==> config.mk <==
export PLATFORM = sky130hd
export DESIGN_NAME = screen_ram_sched
export DESIGN_NICKNAME = d
export VERILOG_FILES = /design/src/rtl/term_pkg.sv /design/src/rtl/screen_op_engine.sv /design/src/rtl/screen_ram_sched.sv
export SDC_FILE = /design/constraint.sdc
export NUM_CORES = 1
export LEC_CHECK = 0
export BUFFER_PORTS_ARGS = -buffer_cell sky130_fd_sc_hd__buf_2
export CELL_PAD_IN_SITES_DETAIL_PLACEMENT = 1
export CELL_PAD_IN_SITES_GLOBAL_PLACEMENT = 1
export CORE_AREA = 2 2 112 114
export CTS_CLUSTER_DIAMETER = 200
export DETAILED_ROUTE_END_ITERATION = 7
export DIE_AREA = 0 0 114 116
export GPL_ROUTABILITY_DRIVEN = 0
export GPL_TIMING_DRIVEN = 0
export PLACE_DENSITY_LB_ADDON = 0.1
export SETUP_SLACK_MARGIN = 0.3
export SYNTH_ARGS = -nofsm -noshare
export SYNTH_HDL_FRONTEND = slang
export SYNTH_SLANG_ARGS = --single-unit
==> constraint.sdc <==
create_clock -name clk -period 2.7 [get_ports clk]
set_clock_uncertainty 0.1 [all_clocks]
set_input_delay 0.27 -clock clk [delete_from_list [all_inputs] [get_ports clk]]
set_output_delay 0.27 -clock clk [all_outputs]
set_load 0.05 [all_outputs]
==> src/rtl/term_pkg.sv <==
// rtl/term_pkg.sv - shared screen geometry constants and block-op engine state encoding
package term_pkg;

  localparam int SCREEN_COLS = 80;
  localparam int SCREEN_ROWS = 25;
  localparam int CELL_ADDR_W = 11;
  localparam int CELL_W      = 8;

  typedef enum logic [2:0] {
    ST_IDLE = 3'd0,
    ST_FILL = 3'd1,
    ST_RD   = 3'd2,
    ST_WR   = 3'd3,
    ST_DONE = 3'd4
  } eng_state_t;

endpackage

==> src/rtl/screen_op_engine.sv <==
// rtl/screen_op_engine.sv - block fill/copy engine; copy mode present only with SCREEN_SCHED_COPY_EN
module screen_op_engine
  import term_pkg::*;
#(
  parameter int ADDR_W = CELL_ADDR_W,
  parameter int DATA_W = CELL_W
) (
  input  logic              clk,
  input  logic              rst_n,
  input  logic              op_start,
  input  logic [ADDR_W-1:0] op_begin,
  input  logic [ADDR_W-1:0] op_end,
  input  logic [DATA_W-1:0] op_data,
  input  logic [ADDR_W-1:0] op_offset,
  input  logic [DATA_W-1:0] ram_rdata,
  input  logic              grant,
  output logic              eng_req,
  output logic [ADDR_W-1:0] eng_addr,
  output logic              eng_we,
  output logic [DATA_W-1:0] eng_wdata,
  output logic              op_busy,
  output logic              op_done
);

  eng_state_t        r_state;
  logic [ADDR_W-1:0] r_cur;
  logic [ADDR_W-1:0] r_end;
  logic [DATA_W-1:0] r_data;
  logic [ADDR_W-1:0] w_cur_next;
  logic              w_last;

`ifdef SCREEN_SCHED_COPY_EN
  logic [ADDR_W-1:0] r_offset;
  logic [DATA_W-1:0] r_hold;
  logic              r_first_wr;
`else
  // Fill-only build: the copy offset and read data have no consumer here.
  logic              w_unused;
  assign w_unused = ^{op_offset, ram_rdata};
`endif

  assign w_cur_next = r_cur + 1'b1;
  assign w_last     = (w_cur_next == r_end);
  assign op_busy    = (r_state != ST_IDLE);

  // Engine FSM: latches the op, walks cur upward, pulses op_done on the way into DONE.
  always_ff @(posedge clk or negedge rst_n) begin
    if (!rst_n) begin
      r_state    <= ST_IDLE;
      r_cur      <= '0;
      r_end      <= '0;
      r_data     <= '0;
      op_done    <= 1'b0;
`ifdef SCREEN_SCHED_COPY_EN
      r_offset   <= '0;
      r_hold     <= '0;
      r_first_wr <= 1'b0;
`endif
    end else begin
      op_done <= 1'b0;
      case (r_state)
        ST_IDLE: begin
          if (op_start) begin
            r_cur  <= op_begin;
            r_end  <= op_end;
            r_data <= op_data;
`ifdef SCREEN_SCHED_COPY_EN
            r_offset <= op_offset;
`endif
            if (op_begin >= op_end) begin
              r_state <= ST_DONE;
              op_done <= 1'b1;
            end
`ifdef SCREEN_SCHED_COPY_EN
            else if (op_offset != '0) begin
              r_state <= ST_RD;
            end
`endif
            else begin
              r_state <= ST_FILL;
            end
          end
        end
        ST_FILL: begin
          if (grant) begin
            r_cur <= w_cur_next;
            if (w_last) begin
              r_state <= ST_DONE;
              op_done <= 1'b1;
            end
          end
        end
`ifdef SCREEN_SCHED_COPY_EN
        ST_RD: begin
          if (grant) begin
            r_state    <= ST_WR;
            r_first_wr <= 1'b1;
          end
        end
        ST_WR: begin
          // Read data is only valid in the first WR cycle; keep it for stalled writes.
          if (r_first_wr) begin
            r_hold     <= ram_rdata;
            r_first_wr <= 1'b0;
          end
          if (grant) begin
            r_cur <= w_cur_next;
            if (w_last) begin
              r_state <= ST_DONE;
              op_done <= 1'b1;
            end else begin
              r_state <= ST_RD;
            end
          end
        end
`endif
        ST_DONE: begin
          r_state <= ST_IDLE;
        end
        default: begin
          r_state <= ST_IDLE;
        end
      endcase
    end
  end

  // RAM request presented to the arbiter for the current state.
  always_comb begin
    eng_req   = 1'b0;
    eng_addr  = r_cur;
    eng_we    = 1'b0;
    eng_wdata = r_data;
    case (r_state)
      ST_FILL: begin
        eng_req = 1'b1;
        eng_we  = 1'b1;
      end
`ifdef SCREEN_SCHED_COPY_EN
      ST_RD: begin
        eng_req  = 1'b1;
        eng_addr = r_cur + r_offset;
      end
      ST_WR: begin
        eng_req   = 1'b1;
        eng_we    = 1'b1;
        eng_wdata = r_first_wr ? ram_rdata : r_hold;
      end
`endif
      default: begin
        eng_req = 1'b0;
      end
    endcase
  end

endmodule

==> src/rtl/screen_ram_sched.sv <==
// rtl/screen_ram_sched.sv - character RAM port arbiter (VGA > engine > single write); copy mode via SCREEN_SCHED_COPY_EN
module screen_ram_sched
  import term_pkg::*;
#(
  parameter int ADDR_W = CELL_ADDR_W,
  parameter int DATA_W = CELL_W
) (
  input  logic              clk,
  input  logic              rst_n,
  input  logic              vga_req,
  input  logic [ADDR_W-1:0] vga_addr,
  output logic [DATA_W-1:0] vga_rdata,
  input  logic              wr_valid,
  input  logic [ADDR_W-1:0] wr_addr,
  input  logic [DATA_W-1:0] wr_wdata,
  output logic              wr_ready,
  input  logic              op_start,
  input  logic [ADDR_W-1:0] op_begin,
  input  logic [ADDR_W-1:0] op_end,
  input  logic [DATA_W-1:0] op_data,
  input  logic [ADDR_W-1:0] op_offset,
  output logic              op_busy,
  output logic              op_done,
  output logic [ADDR_W-1:0] ram_addr,
  output logic              ram_we,
  output logic [DATA_W-1:0] ram_wdata,
  input  logic [DATA_W-1:0] ram_rdata
);

  logic              w_eng_req;
  logic              w_eng_we;
  logic              w_eng_grant;
  logic [ADDR_W-1:0] w_eng_addr;
  logic [DATA_W-1:0] w_eng_wdata;
  logic [ADDR_W-1:0] r_last_addr;

  // VGA always wins; single writes wait out the whole op to keep ordering with scroll/clear.
  assign w_eng_grant = w_eng_req & ~vga_req;
  assign wr_ready    = wr_valid & ~vga_req & ~op_busy;
  assign vga_rdata   = ram_rdata;

  screen_op_engine #(
    .ADDR_W (ADDR_W),
    .DATA_W (DATA_W)
  ) u_engine (
    .clk       (clk),
    .rst_n     (rst_n),
    .op_start  (op_start),
    .op_begin  (op_begin),
    .op_end    (op_end),
    .op_data   (op_data),
    .op_offset (op_offset),
    .ram_rdata (ram_rdata),
    .grant     (w_eng_grant),
    .eng_req   (w_eng_req),
    .eng_addr  (w_eng_addr),
    .eng_we    (w_eng_we),
    .eng_wdata (w_eng_wdata),
    .op_busy   (op_busy),
    .op_done   (op_done)
  );

  // Per-cycle priority mux onto the RAM port; address parks on its last value when idle.
  always_comb begin
    ram_addr  = r_last_addr;
    ram_we    = 1'b0;
    ram_wdata = '0;
    if (vga_req) begin
      ram_addr = vga_addr;
    end else if (w_eng_req) begin
      ram_addr  = w_eng_addr;
      ram_we    = w_eng_we;
      ram_wdata = w_eng_wdata;
    end else if (wr_ready) begin
      ram_addr  = wr_addr;
      ram_we    = 1'b1;
      ram_wdata = wr_wdata;
    end
  end

  // Remember the driven address so an idle cycle holds it.
  always_ff @(posedge clk or negedge rst_n) begin
    if (!rst_n) begin
      r_last_addr <= '0;
    end else begin
      r_last_addr <= ram_addr;
    end
  end

endmodule

==> metrics <==
status=complete, no violations; final setup violation count=0; actual slew at the worst max-slew pin=1112 ps; R2R cell count=8; final wirelength=10.00 mm; Initial Utilization=24.71%; RSZ-0062 raised after global routing=true; synthesized flop and latch total=44; via-per-instance ratio=4.851; Post-synth EDFFs=0; Port Buf Inserts=94; Remaining Overflow, GRT=0; yosys warns=0; DP HPWL=7.588 mm; DP Area=3597 um^2; max cap viols=0; synth unique cells=52; fin util=33.05%; Pleak=1.897 nW; Crit Path Max Fanout=5; Mapped Avg Cell Area=8.758 um^2; vias=2862; final period utilization=87.30%; depth of the worst hold-timing path=3; Setup TNS=0 ps; Final Hold Vio Count=0; Root Driver=clkbuf_16; Net Sw Frac=46.16%; CP arrival=1990 ps; clock-pin slew on the worst setup and hold paths=70 ps; DRT Pass-1 Iters=4; Core Region=11910 um^2; Synth Instances=336; Max clock buf depth=2; logic gate share of total power=55.3%; clock tree from TritonCTS=built; fraction of layout cells with a size suffix above 1=34.54%; diode count=0; synthesized area=2943 um^2; site row count=40; HP Class=primary input to flop; CTS Buf Count=5; antenna violations before repair=0; Setup CP Type=flop to output port; achievable clock frequency=424.2 MHz; predominant post-synthesis flop cell=dfrtp_1; Synthesized Nets=432; WL/cell=16.95 um; critical path capture point type=output port; post-synthesis async set-or-reset flop share=100.0%; DR DRC count=0; num ports=115; antenna-violating nets left=0; area growth from synthesis to layout=33.76%; global-route wire length before repair=16.08 mm; register area share after synthesis=37.41%; peak ir drop on the vdd network=0.3693 mV; total power=4.334 mW; sequential share of power=27.0%; H-tree depth=2; most frequent cells in the layout=82 x buf_2, 57 x nand2_1, 43 x dfrtp_1; switching pwr=2.000 mW; commonest non-fill, non-tap cell in the layout=buf_2; Final Max Tran Viols=0; crit path launch type=flop; Final #Nets=538; drt initial violations=92; GRT Total Usage=15.69%; part of the power in the clock network=17.6%; die height=116 um; largest net degree at the start of global routing=45; internal power=2.333 mW; PwrDens=1101 nW/um^2; Worst EP required=2330 ps; die width=114 um; post-route design area=3936 um^2; Slew HR=25.86%; Tmin final=2357 ps; clock sinks=44; reg2reg setup slack=510 ps; die area=13220 um^2; vias in the first global route=3082; Worst-Skew Late Latency=290 ps
-- synth_stat cells (8+ instances only) --
library cell	count	area, um^2
a211oi_1	8	60.06
a21oi_1	15	75.07
a22o_1	10	87.58
buf_4	10	75.07
dfrtp_1	44	1101
ha_1	12	150.1
inv_1	13	48.80
mux2i_1	13	130.1
nand2_1	57	214.0
nor2_1	24	90.09
o21ai_0	19	95.09
o21ai_1	13	65.06
xnor2_1	8	70.07
-- per-stage QoR --
stage,instances,hold slack [ps],setup WS [ps]
floorplan,336,-125.6,352.4
CTS,586,59.93,272.8
global placement,577,360.9,392.7
detailed placement,577,365.5,402.9
finish,590,64.47,342.8
global route,590,84.58,208.7
-- flip-flops by register name (all words and copies together) (netlist names) --
name,cells
u_engine.op_done,1
u_engine.r_state,2
r_last_addr,11
u_engine.eng_wdata,8
u_engine.r_end,11
u_engine.eng_addr,11
-- cell type report --
cell class              instances  area, um^2
plain buffers                  31       212.7
clock buffers                   7       152.6
clock inverters                 1       30.03
fillers                      1434        7975
inverters                      13       48.80
multi-input cells             248        1612
flip-flops and latches         44        1102
well taps                     147       183.9
repair buffers                 99       594.3
-- power groups by stage --
stage               Sequential (mW)  Combinational (mW)  Clock, mW
floorplan                      1.11                1.70          0
global placement               1.18                2.23          0
detailed placement             1.18                2.26          0
CTS                            1.18                2.30      0.786
global route                   1.21                2.67      0.807
finish                         1.17                2.40      0.763
-- worst max-delay path: stages, from the launching register on --
cell      delay (ps)
dfrtp_1          420
nor4b_4          380
buf_6            200
mux2i_1          220
a211oi_2          90
a21o_1           190
buf_4            190
-- routing by layer --
layer  up-vias  global-route usage (%)  wire (um)
met3         8                   2.824        429
met5         -                       0          0
met4         0                   3.659         94
met2        64                   28.57       5017
li1       1386                       -          -
met1      1404                   19.30       4460
-- cell families after synthesis --
family                     count (synthesis)  share of synthesized area (%)
and+or+nand+nor                          121                          20.96
AOI/OAI and AO/OA                         91                          20.28
buffers and inverters                     44                          8.461
DFF                                       44                          37.42
muxes                                     14                          4.804
adders and majority gates                 12                          5.102
xor gates and xnor gates                  10                          2.976
-- worst paths after layout --
path / start / to
max: u_engine.r_state[0]$_DFFE_PN0P_ / ram_addr[7]
min: op_data[4] / u_engine.eng_wdata[4]$_DFFE_PN0P_
max reg2reg: u_engine.eng_addr[0]$_DFFE_PN0P_ / u_engine.r_state[0]$_DFFE_PN0P_
min reg2reg: u_engine.eng_wdata[4]$_DFFE_PN0P_ / u_engine.eng_wdata[4]$_DFFE_PN0P_
max in group asynchronous: rst_n / u_engine.eng_addr[0]$_DFFE_PN0P_
min in group asynchronous: rst_n / r_last_addr[9]$_DFF_PN0_
-- repair_timing --
item,4_1_cts,5_1_grt
hold buffers,0,0
endpoints found under the setup margin,19,23
cloned,0,1
gates resized for setup,8,42
buffers inserted,1,3
pin swaps,1,4
Note: power is estimated with default switching activity, not from simulation.
